[src/rtl/exp_div_pipe.sv]
// Exponent path of the FP divider: expq = expa - expb + BIAS - adj, over a
// 2-stage valid/ready pipeline with saturating out-of-range flags (oom/vec).
module exp_div_pipe #(
  parameter int EW   = 8,
  parameter int BIAS = 127
) (
  input  logic          clk,
  input  logic          rst,
  input  logic          in_valid,
  output logic          in_ready,
  input  logic [EW-1:0] expa,
  input  logic [EW-1:0] expb,
  input  logic          adj,
  output logic          out_valid,
  input  logic          out_ready,
  output logic [EW-1:0] expq,
  output logic          oom,
  output logic          vec
);

  localparam logic [EW+1:0] BIAS_W = (EW+2)'(BIAS);
  localparam logic [EW+1:0] EMAX_W = {2'b00, {EW{1'b1}}};

  // Packs {expq, oom, vec} from the stage-1 difference and the adj correction.
  function automatic logic [EW+1:0] classify(input logic [EW+1:0] d1, input logic aj);
    logic [EW+1:0] r;
    logic          neg;
    r   = d1 + BIAS_W - {{(EW+1){1'b0}}, aj};
    neg = r[EW+1];
    if (neg || (r == {(EW+2){1'b0}})) begin
      classify = {{EW{1'b0}}, 1'b1, 1'b0};
    end else if (r >= EMAX_W) begin
      classify = {{EW{1'b1}}, 1'b1, 1'b1};
    end else begin
      classify = {r[EW-1:0], 1'b0, 1'b0};
    end
  endfunction

  logic          s1_v_q, s1_v_d;
  logic [EW+1:0] d1_q, d1_d;
  logic          adj1_q, adj1_d;
  logic          s2_v_q, s2_v_d;
  logic [EW-1:0] expq_q, expq_d;
  logic          oom_q, oom_d;
  logic          vec_q, vec_d;
  logic          in_ready_s;
  logic          adv2_s;
  logic          acc1_s;
  logic [EW+1:0] cls_s;

  // Handshake decode and next-state for both pipeline stages.
  always_comb begin
    in_ready_s = ~s1_v_q | ~s2_v_q | out_ready;
    adv2_s     = ~s2_v_q | out_ready;
    acc1_s     = in_ready_s & in_valid;
    cls_s      = classify(d1_q, adj1_q);
    s1_v_d     = s1_v_q;
    d1_d       = d1_q;
    adj1_d     = adj1_q;
    s2_v_d     = s2_v_q;
    expq_d     = expq_q;
    oom_d      = oom_q;
    vec_d      = vec_q;

    // s1 may refill in the same cycle its content moves on to s2.
    if (acc1_s) begin
      s1_v_d = 1'b1;
      d1_d   = {2'b00, expa} - {2'b00, expb};
      adj1_d = adj;
    end else if (adv2_s) begin
      s1_v_d = 1'b0;
    end else begin
      s1_v_d = s1_v_q;
    end

    if (adv2_s) begin
      s2_v_d = s1_v_q;
      if (s1_v_q) begin
        expq_d = cls_s[EW+1:2];
        oom_d  = cls_s[1];
        vec_d  = cls_s[0];
      end else begin
        expq_d = expq_q;
        oom_d  = oom_q;
        vec_d  = vec_q;
      end
    end else begin
      s2_v_d = s2_v_q;
    end
  end

  // Pipeline registers with synchronous clear of state and data.
  always_ff @(posedge clk) begin
    if (rst) begin
      s1_v_q <= 1'b0;
      d1_q   <= {(EW+2){1'b0}};
      adj1_q <= 1'b0;
      s2_v_q <= 1'b0;
      expq_q <= {EW{1'b0}};
      oom_q  <= 1'b0;
      vec_q  <= 1'b0;
    end else begin
      s1_v_q <= s1_v_d;
      d1_q   <= d1_d;
      adj1_q <= adj1_d;
      s2_v_q <= s2_v_d;
      expq_q <= expq_d;
      oom_q  <= oom_d;
      vec_q  <= vec_d;
    end
  end

  assign in_ready  = in_ready_s;
  assign out_valid = s2_v_q;
  assign expq      = expq_q;
  assign oom       = oom_q;
  assign vec       = vec_q;

endmodule

[config.mk]
export PLATFORM = sky130hd
export DESIGN_NAME = exp_div_pipe
export DESIGN_NICKNAME = d
export VERILOG_FILES = /design/src/rtl/exp_div_pipe.sv
export SDC_FILE = /design/constraint.sdc
export NUM_CORES = 1
export LEC_CHECK = 0
export CAP_MARGIN = 20
export CORE_MARGIN = 2
export CORE_UTILIZATION = 45
export CTS_CLUSTER_SIZE = 16
export DETAILED_ROUTE_END_ITERATION = 6
export MAX_ROUTING_LAYER = met4
export PLACE_DENSITY = 0.71
export SLEW_MARGIN = 20
export SYNTH_ARGS = -nofsm -noshare
export SYNTH_HDL_FRONTEND = slang
export SYNTH_SLANG_ARGS = --single-unit
[constraint.sdc]
create_clock -name clk -period 5.05 [get_ports clk]
set_input_delay 1.01 -clock clk [delete_from_list [all_inputs] [get_ports clk]]
set_output_delay 1.01 -clock clk [all_outputs]
set_load 0.03 [all_outputs]
=== Word-level counts from Yosys, hierarchy flattened ===
Index checks and enable logic that the tools add are counted.

* Flip-flop bits (word level): 23
* Bits of input ports: 21
* Output and inout bits: 12
* Word-level logic and storage cells: 25

* $add $sub $neg: 3
* Order comparisons: 1
* Multiplexer cells: 4
* Bitwise operators: 6
* Reductions and logical operators: 4

{| class="wikitable"
|+ Operators with widths
! cell !! number
|-
| $mux W10 || 2
|-
| $add A10 B7 Y10 const B || 1
|-
| $ge A10 B8 Y1 const B || 1
|-
| $logic_not A10 Y1 || 1
|-
| $sub A10 B1 Y10 || 1
|-
| $sub A8 B8 Y9 || 1
|-
| $or A1 B1 Y1 || 3
|-
| $mux W1 || 2
|-
| $not A1 Y1 || 2
|-
| $reduce_and A2 Y1 || 1
|-
| $reduce_bool A2 Y1 || 1
|-
| $and A1 B1 Y1 || 1
|-
| $logic_or A1 B1 Y1 || 1
|}

=== Longest topological paths before layout ===
Gate-level depths: netlist of the first run.

* Word-level depth: 5
* Depth in mapped cells: 11
* Mapped depth without buffers: 11

=== Worst setup path after synthesis of the first run ===
No wires, ideal clock.

* Kind: register to register
* From: register adj1_q
* To: register expq_q[0] (netlist: expq[0])
* Setup time: 95 ps
* Arrival: 2427 ps
* Required time: 4955 ps
* Path slack: 2528 ps
* Cell stages (with the launch flop): 12
* Path buffers: 0
* Period minus slack after synthesis: 2522 ps
* Path through: dfxtp_1 > inv_1 > ha_1 > ha_1 > inv_1 > fa_1 > nand2b_1 > a2111o_1 > o311a_2 > nor4_4 > a211oi_2 > a221oi_1

* Cells in the longest elaborated chain, start to end: 4
* Elaborated cells on any way between the ends: 6
* Classes of those cells: 1 x add/sub; 1 x order compare; 2 x mux; 2 x reduce/logical

{| class="wikitable"
|+ Ends and longest elaborated chain
! what !! line !! RTL
|-
| start, declared || 41 || <nowiki>logic adj1_q, adj1_d;</nowiki>
|-
| start signal, assigned || 105 || <nowiki>adj1_q <= adj1_d;</nowiki>
|-
| $sub A10 B1 Y10 (*) || 28 || <nowiki>r = d1 + BIAS_W - {{(EW+1){1'b0}}, aj};</nowiki>
|-
| $ge A10 B8 Y1 / $logic_not A10 Y1 (equally long branches) || 32, 30 ||
|-
| $mux W10 / $logic_or A1 B1 Y1 (equally long branches) || 32, 30 ||
|-
| $mux W10 (*) || 30 || <nowiki>if (neg || (r == {(EW+2){1'b0}})) begin</nowiki>
|-
| end signal, assigned || 99 || <nowiki>expq_q <= {EW{1'b0}};</nowiki>
|-
| end signal, assigned || 107 || <nowiki>expq_q <= expq_d;</nowiki>
|-
| end, declared || 43 || <nowiki>logic [EW-1:0] expq_q, expq_d;</nowiki>
|}

Every way passes the cells marked *; elsewhere a longest branch is shown, timed or not.
A chain may end at the register's enable or synchronous reset.

=== Final worst setup path of the first run ===
* From: input out_ready
* To: output in_ready

* Cells in the longest elaborated chain, start to end: 1

{| class="wikitable"
|+ Ends and longest elaborated chain
! what !! line !! RTL
|-
| start, declared || 15 || <nowiki>input logic out_ready,</nowiki>
|-
| $or A1 B1 Y1 || 53 || <nowiki>in_ready_s = ~s1_v_q | ~s2_v_q | out_ready;</nowiki>
|-
| end, declared || 10 || <nowiki>output logic in_ready,</nowiki>
|}

No other way between the ends.

==> results of run 1 <==
power breakdown:
part           switching (W)  leakage, nW  total (W)  internal (W)
registers          0.0000110        0.181   0.000202      0.000191
logic               0.000154        0.617   0.000268      0.000114
clock network      0.0000632       0.0357   0.000169      0.000106
synth_stat cells (2+ instances only):
cell type / n
nor3b_1: 2
and2_1: 3
a21oi_1: 14
nor2b_1: 6
ha_1: 16
a211oi_2: 2
nor2_1: 16
a21boi_1: 2
a221oi_1: 5
o31ai_1: 3
dfxtp_1: 22
xnor2_1: 4
nand2b_1: 4
inv_1: 23
nand3_1: 8
nor3_1: 7
o21a_1: 5
o21ai_0: 4
nand2_1: 15
or4_1: 2
fa_1: 2
clkbuf_1: 5
o21ai_1: 4
a211oi_1: 3
o41ai_1: 2
or3_1: 2
layer usage:
layer,vias up,part of all wire (%),track usage [%],wire length (µm)
met5,-,0,-,0
met4,0,2.4,7.45,79
met3,7,3.5,2.08,114
met2,38,48,29.3,1540
met1,657,46,22.9,1510
li1,788,-,-,-
through the flow:
step	hold slack [ps]	worst slack [ps]	power, W	std cells	utilization [%]
floorplan	436	2530	0.000408	204	-
finish	465	1630	0.000639	281	57.8
CTS	473	1610	0.000645	281	57.8
detailed placement	461	1620	0.000474	277	55.9
global placement	450	1660	0.000469	277	55.9
global route	503	1530	0.000684	281	57.8
final cells by class:
type / count / area [µm²]
Timing Repair Buffer: 32 / 320
Tap cell: 48 / 60.1
Inverter: 23 / 86.3
Sequential cell: 22 / 440
Multi-Input combinational cell: 152 / 1110
Fill cell: 361 / 1520
Clock inverter: 1 / 30.0
Clock buffer: 3 / 41.3
how the worst min path moves through the flow:
stage / slack, ps / from / to
floorplan: 440 / adj1_q / adj1_q
global placement: 450 / expq[4] / expq[4]
detailed placement: 460 / expq[6] / expq[6]
CTS: 470 / expq[6] / expq[6]
global route: 500 / adj1_q / adj1_q
finish: 470 / expq[6] / expq[6]
cell usage in the layout, fill, tap and decap left out, types with 2 or more instances in the layout:
cell             instances
nor3_1                   7
dfxtp_1                 22
a221oi_1                 5
a21oi_1                 14
or4_1                    2
fa_1                     2
xnor2_1                  4
nand2_1                 15
o31ai_1                  3
a211oi_1                 3
o21ai_1                  4
a211oi_2                 2
or3_1                    2
o41ai_1                  2
o21a_1                   5
clkdlybuf4s50_1         32
a21boi_1                 2
and2_1                   3
nor2_1                  16
nand3_1                  8
inv_1                   23
o21ai_0                  4
nand2b_1                 4
nor3b_1                  2
clkbuf_8                 3
nor2b_1                  6
ha_1                    16
worst max-delay path, stage by stage:
cell,delay [ps]
clkdlybuf4s50_1,400
nor2b_1,270
nand2_1,130
clkdlybuf4s50_1,600
registers in the layout, indices dropped and copies added, names as in the netlist:
| signal | cells |
|---|---|
| adj1_q | 1 |
| d1_q | 9 |
| expq | 8 |
| oom | 1 |
| out_valid | 1 |
| s1_v_q | 1 |
| vec | 1 |
kinds of logic after synthesis:
logic type	share of synthesized area (%)
AOI/OAI and AO/OA	26.0
xor gates and xnor gates	2.63
adders and majority gates	14.4
buffers and inverters	7.20
DFF	26.4
muxes	0.600
and+or+nand+nor	22.7
==> flow_metrics.tcl, run 1 <==
set metrics [dict create \
    worst-r2r-cell-count 10 \
    rsz0062_at_grt "false" \
    final_area_um2 2090 \
    grt_max_degree 21 \
    vias_per_cell 5.30 \
    wire_per_inst_um 11.6 \
    slew_headroom_pct 51.5 \
    hp-class "flop to flop" \
    ys_seq_elements 22 \
    tritoncts "built" \
    area_growth_syn_to_layout_pct 25.1 \
    clk_latency_ps 270 \
    synthDistinctLibCells 49 \
    grt_overflow_total 0 \
    min_period_ps 3420 \
    cap_violations 0 \
    slew_viol_final 0 \
    syn_area_um2 1670 \
    fin_tns_setup_ps 0 \
    ys_seq_area_share_pct 26.4 \
    num_rows 22 \
    grt_pass1_vias 1351 \
    die_area_um2 4210 \
    whs_path_depth 2 \
    vias 1490 \
    timing.final.setup_violations 0 \
    cts_setup_buffers 0 \
    globalplace.congestion 0.817 \
    p_leak_nw 0.834 \
    peakVddDrop_v 0.000121 \
    place_area_um2 2010 \
    htree_levels 1 \
    r2r-end "expq[3]" \
    criticalPathCategory "input port to output port" \
    critPathCaptureType "output port" \
    ys_top_cells_by_area "dfxtp_1, ha_1, inv_1" \
    first_pass_iters 4 \
    final_nets 273 \
    synth_cells 204 \
    antenna_found_initial 0 \
    arrival_ps 2410 \
    async_flop_share_pct 0 \
    worst_pin_slew_ps 726 \
    p_per_area_nw_per_um2 307 \
    drtIter0Drc 57 \
    crit_start "out_ready" \
    clockBufferDepth 2 \
    hold_violations 0 \
    syn_nets 243 \
    synth_top_area_share_pct 26.4 \
    grt_pass1_wl_um 5870 \
    crit_end "in_ready" \
    synthFlopType "dfxtp_1" \
    synth_warnings 0 \
    synth-edff-count 0 \
    fmax_ghz 0.292 \
    hpwlAfterDp_um 2590 \
    io_buffers 32 \
    cts.sinks 22 \
    initial_core_util_pct 46.3 \
    regToRegSetupSlack_ps 2190 \
    cts_hold_buf 0 \
    post_cts_resized 0 \
    route.antenna.remaining_nets 0 \
    n_antenna_cell 0 \
    core_um2 3610 \
    cp_data_required_time_ps 4040 \
    die_w_um 64.9 \
    drive_gt1_share_pct 6.01 \
    outcome "finished, final reports clean" \
    fin_skew_ps 1.81 \
    totalWireLength_um 3250 \
    grt_use_total_pct 18.1 \
    yosys.area.top_type "dfxtp_1" \
    ios 33 \
    syn_area_per_cell_um2 8.18 \
    path_max_fanout 5 \
    fp.dieH_um 64.9 \
    clk_pin_slew_worst_paths_ps 80 \
    start_kind "input port" \
    drc_errors 0 \
    r2r-start "d1_q[0]" \
    min_period_over_period_pct 67.8 \
    cts_root_buffer "clkbuf_8" \
    cts_buffers 3 \
]
No activity file was read; power rests on OpenSTA's default activity.
==> run 2, diff against run 1 <==
==> constraint.sdc (replaced) <==
create_clock -name clk -period 3.5 [get_ports clk]
set_input_delay 0.7 -clock clk [delete_from_list [all_inputs] [get_ports clk]]
set_output_delay 0.7 -clock clk [all_outputs]
set_load 0.03 [all_outputs]
==> run 2 against run 1 <==
First-iteration DRC count fell by 60%. Clock-buffer cell count unchanged. Routed wire length is 4.1% higher. Via count increased by 1.1%. Non-clock buffer count increased by 2. Largest cell class unchanged. Register-to-register slack got worse by 1500 ps. Largest power group unchanged. Highest routed layer unchanged. Final area up 0.72%. Critical path depth increased by 7. Cell count up 0.71%. Core utilization grew 0.42 points. Clock power increased by 42%.
==> flow_metrics.tcl, run 2 (synthesis gave the netlist of run 1 again) <==
set metrics [dict create \
    cts_setup_buffers 0 \
    final_cell_mix "clkdlybuf4s50_1, inv_1, dfxtp_1" \
    grt_pass1_wl_um 6110 \
    path_max_fanout 8 \
    antenna_found_initial 0 \
    r2r-end "expq[3]" \
    cts_hold_buf 0 \
    vias 1507 \
    fin_skew_ps 4.29 \
    route.antenna.remaining_nets 0 \
    min_period_ps 2820 \
    hold_start "expq[6]" \
    grt_overflow_total 0 \
    tritoncts "built" \
    cts_buffers 3 \
    arrival_ps 2930 \
    totalWireLength_um 3380 \
    slew_headroom_pct 63.5 \
    io_buffers 32 \
    clockBufferDepth 2 \
    regToRegSetupSlack_ps 680 \
    initial_core_util_pct 46.3 \
    hpwlAfterDp_um 2730 \
    dpl_worst_slack_ps 666 \
    fin_tns_setup_ps 0 \
    min_period_over_period_pct 80.6 \
    critPathCaptureType "flop" \
    cts.sinks 22 \
    grt_max_degree 21 \
    slew_viol_final 0 \
    final_nets 275 \
    ios 33 \
    wire_per_inst_um 11.9 \
    first_pass_iters 4 \
    cp_data_required_time_ps 3610 \
    htree_levels 1 \
    die_area_um2 4210 \
    r2r-start "adj1_q" \
    whs_path_depth 2 \
    hold_end "expq[6]" \
    worst-r2r-cell-count 11 \
    grt_pass1_vias 1399 \
    mostFrequentLayoutCell "clkdlybuf4s50_1" \
    drc_errors 0 \
    postLayoutSetupSlackWorst_ps 679 \
    vias_per_cell 5.33 \
    num_rows 22 \
    drtIter0Drc 23 \
    timing.final.setup_violations 0 \
    p_leak_nw 0.843 \
    p_per_area_nw_per_um2 440 \
    area_growth_syn_to_layout_pct 26.0 \
    start_kind "flop" \
    core_um2 3610 \
    globalplace.congestion 0.792 \
    die_w_um 64.9 \
    grt_use_total_pct 18.6 \
    p_total_w 0.000923 \
    hp-class "flop to flop" \
    clk_pin_slew_worst_paths_ps 80 \
    top_register "d1_q" \
    cap_violations 0 \
    worst_pin_slew_ps 547 \
    fmax_ghz 0.355 \
    clk_latency_ps 270 \
    fp.dieH_um 64.9 \
    drive_gt1_share_pct 6.81 \
    peakVddDrop_v 0.000167 \
    hold_violations 0 \
    largest_reg_flops 9 \
    n_antenna_cell 0 \
    rsz0062_at_grt "false" \
    post_cts_resized 0 \
    outcome "finished, final reports clean" \
    criticalPathCategory "flop to flop" \
    cts_root_buffer "clkbuf_8" \
]
[run 2: worst max-delay path by stage]
stage	start	endpoint	slack (ps)	cells past startpoint
6_report	adj1_q	expq[3]	680	11
2_1_floorplan	adj1_q	expq[0]	980	11
5_1_grt	adj1_q	expq[3]	470	11
3_5_place_dp	adj1_q	expq[3]	670	11
4_1_cts	adj1_q	expq[3]	650	11
3_3_place_gp	adj1_q	expq[2]	720	11
[run 2: worst max-delay path, stage by stage, from the launching register on]
cell and delay [ps]:
dfxtp_1 320, inv_1 50, ha_1 130, ha_1 170, inv_1 60, fa_1 390, nand2b_1 200, a21oi_1 180
o311a_2 260, nand3_2 130, o41ai_4 590, a221oi_1 190
[run 2: through the flow]
| step | utilization (%) | cell area, µm² | instances | hold WS (ps) |
|---|---|---|---|---|
| floorplan | - | 1670 | 204 | 436 |
| global placement | 56.3 | 2030 | 279 | 449 |
| detailed placement | 56.3 | 2030 | 279 | 452 |
| CTS | 58.3 | 2100 | 283 | 464 |
| global route | 58.3 | 2100 | 283 | 492 |
| finish | 58.3 | 2100 | 283 | 459 |
[run 2: final cells by class]
class,count,area [µm²]
clock inverter,1,30.0
timing repair buffer,34,335
fill,350,1510
multi-input combinational,152,1110
sequential,22,440
clock buffer,3,41.3
tap,48,60.1
inverter,23,86.3
[run 2: power by group]
group / internal (W) / switching [W]
combinational: 0.000166 / 0.000226
clock: 0.000153 / 0.0000868
sequential: 0.000275 / 0.0000160
total: 0.000595 / 0.000329
[run 2: routing by layer]
metal | share of wire, % | up-vias | GRT usage, %
met5 | 0 | - | -
met4 | 1.4 | 0 | 6.91
met3 | 3.3 | 5 | 2.26
met2 | 49 | 33 | 30.8
met1 | 46 | 676 | 23.2
li1 | - | 793 | -
==> edit (flow settings as in run 2) <==
Change the parameter `EW` from 8 to 7.
--- a/src/rtl/exp_div_pipe.sv
+++ b/src/rtl/exp_div_pipe.sv
@@ -1,7 +1,7 @@
 // Exponent path of the FP divider: expq = expa - expb + BIAS - adj, over a
 // 2-stage valid/ready pipeline with saturating out-of-range flags (oom/vec).
 module exp_div_pipe #(
-  parameter int EW   = 8,
+  parameter int EW   = 7,
   parameter int BIAS = 127
 ) (
   input  logic          clk,
Ports: changed (resized expa, expb and expq); port bits go from 33 to 30. No check against the original RTL was run, so the function may have changed too.
==> edit against run 2 <==
Total power is 20% lower. Worst setup slack got worse by 59 ps. Sequential share of layout area is 1.3 points higher. Design area shrank 14%. Final cell count decreased by 13%. Synthesized area down 13%. Wire length down 13%. Sequential cell count down 2.
==> edit: results (changes against run 2) <==
\begin{tabular}{lr}
\hline
Metric & Value \\
\hline
\multicolumn{2}{l}{\textbf{Global route}} \\
Pin count of the biggest net entering global routing & 22 (+4.8\%) \\
Aggregate global-route resource usage & 17.78\% (-0.80 points) \\
Wire length of the first global-routing pass & 4795 µm (-22\%) \\
Via count of the first global-routing pass & 1206 (-14\%) \\
\multicolumn{2}{l}{\textbf{Synth}} \\
Cell count after synthesis & 173 (-15\%) \\
Net count after synthesis & 209 (-14\%) \\
List of most frequent post-synthesis cells & 20 x sky130\_fd\_sc\_hd\_\_dfxtp\_1, 19 x sky130\_fd\_sc\_hd\_\_inv\_1, 18 x sky130\_fd\_sc\_hd\_\_nand2\_1 \\
Main area contributors after synthesis & sky130\_fd\_sc\_hd\_\_dfxtp\_1 28\%, sky130\_fd\_sc\_hd\_\_ha\_1 13\%, sky130\_fd\_sc\_hd\_\_a21oi\_1 5.2\%, sky130\_fd\_sc\_hd\_\_inv\_1 4.9\%, sky130\_fd\_sc\_hd\_\_nand2\_1 4.7\% \\
Fraction of the yosys area taken by sequential cells & 27.73\% (+1.3 points) \\
\multicolumn{2}{l}{\textbf{Drt}} \\
Amount of wire on met3 after detailed routing & 117 µm (+4.5\%) \\
Met1 layer wirelength in the final routing & 1225 µm (-21\%) \\
Drt first-iter violations & 41 (+78\%) \\
Detailed-route wire length & 2939 µm (-13\%) \\
Vias/cell & 5.347 (+0.41\%) \\
Met2 wire len & 1529 µm (-8.6\%) \\
Wire length per cell after detailed routing & 12.00 µm (+0.41\%) \\
\multicolumn{2}{l}{\textbf{Cells and area}} \\
Filler instances & 286 (-18\%) \\
Share of final-layout standard cells stronger than drive strength 1 & 6.468\% (-0.34 points) \\
Number of flip-flops under the largest register name & 8 (-1) \\
\multicolumn{2}{l}{\textbf{Power and ir drop}} \\
Total leakage power & 0.7244 nW (-14\%) \\
\multicolumn{2}{l}{\textbf{Timing}} \\
Remaining max-slew budget at the tightest pin & 72.52\% (+9.0 points) \\
\multicolumn{2}{l}{\textbf{Placed design}} \\
Number of port buffers & 29 (-9.4\%) \\
Placed insts & 242 (-13\%) \\
Estimated wirelength of the detail-placed design & 2425 µm (-11\%) \\
\multicolumn{2}{l}{\textbf{Status}} \\
Result of the run & finished, final reports clean \\
\multicolumn{2}{l}{\textbf{Clock tree}} \\
Clock slew at the register clock pins of the worst setup and hold paths & 110 ps (+30 ps) \\
\multicolumn{2}{l}{\textbf{Worst setup path}} \\
Capturing point of the worst reg2reg path & expq[1] \\
Largest fanout on the critical path & 5 (-3) \\
\hline
\end{tabular}
-- edit: metrics by stage --
step / setup slack (ps) / util (%)
final: 620.4 / 58.98
after CTS: 625.2 / 58.98
after global placement: 659.3 / 58.24
after floorplan: 1147 / -
after detailed placement: 629.2 / 58.24
after global routing: 573.5 / 58.98
-- edit: logic make-up after synthesis --
kind of cell	count (synthesis)	synth area share (%)
AND/OR/NAND/NOR	55	18.55
AO/OA/AOI/OAI	49	25.04
buffers and inverters	24	6.239
flip-flops	20	27.73
adder cells (fa/ha/maj)	17	15.77
XOR/XNOR	8	6.673
-- edit: worst max path at each step --
stage,from,end,slack [ps]
finish,out_ready,in_ready,620
global route,out_ready,in_ready,570
CTS,out_ready,in_ready,630
global placement,out_ready,in_ready,660
floorplan,adj1_q,oom,1150
detailed placement,out_ready,in_ready,630
-- edit: per-layer routing --
metal  GRT usage (%)  up-vias
met3           2.985        8
met2           32.10       37
met5               -        -
met1           19.00      600
met4           7.453        0
li1                -      665
-- edit: area by class of cell --
| cell class | count | share of cell area, % |
|---|---|---|
| flip-flops and latches | 20 | 22.24 |
| multi-input cells | 129 | 52.95 |
| well taps | 44 | 3.058 |
| clock buffers | 3 | 1.251 |
| inverters | 19 | 3.961 |
| repair buffers | 30 | 16.54 |
-- edit: power breakdown --
part / switching [W] / total [W] / leakage, nW / internal (W)
clock network: 0.0000672 / 0.000107 / 0.0138 / 0.0000400
registers: 0.0000174 / 0.000270 / 0.165 / 0.000253
logic: 0.000205 / 0.000359 / 0.546 / 0.000155
-- edit: worst max-delay path: stages --
cell	delay, ps
sky130_fd_sc_hd__clkdlybuf4s50_1	460
sky130_fd_sc_hd__and2b_2	240
sky130_fd_sc_hd__nand2_1	100
sky130_fd_sc_hd__clkdlybuf4s50_1	670
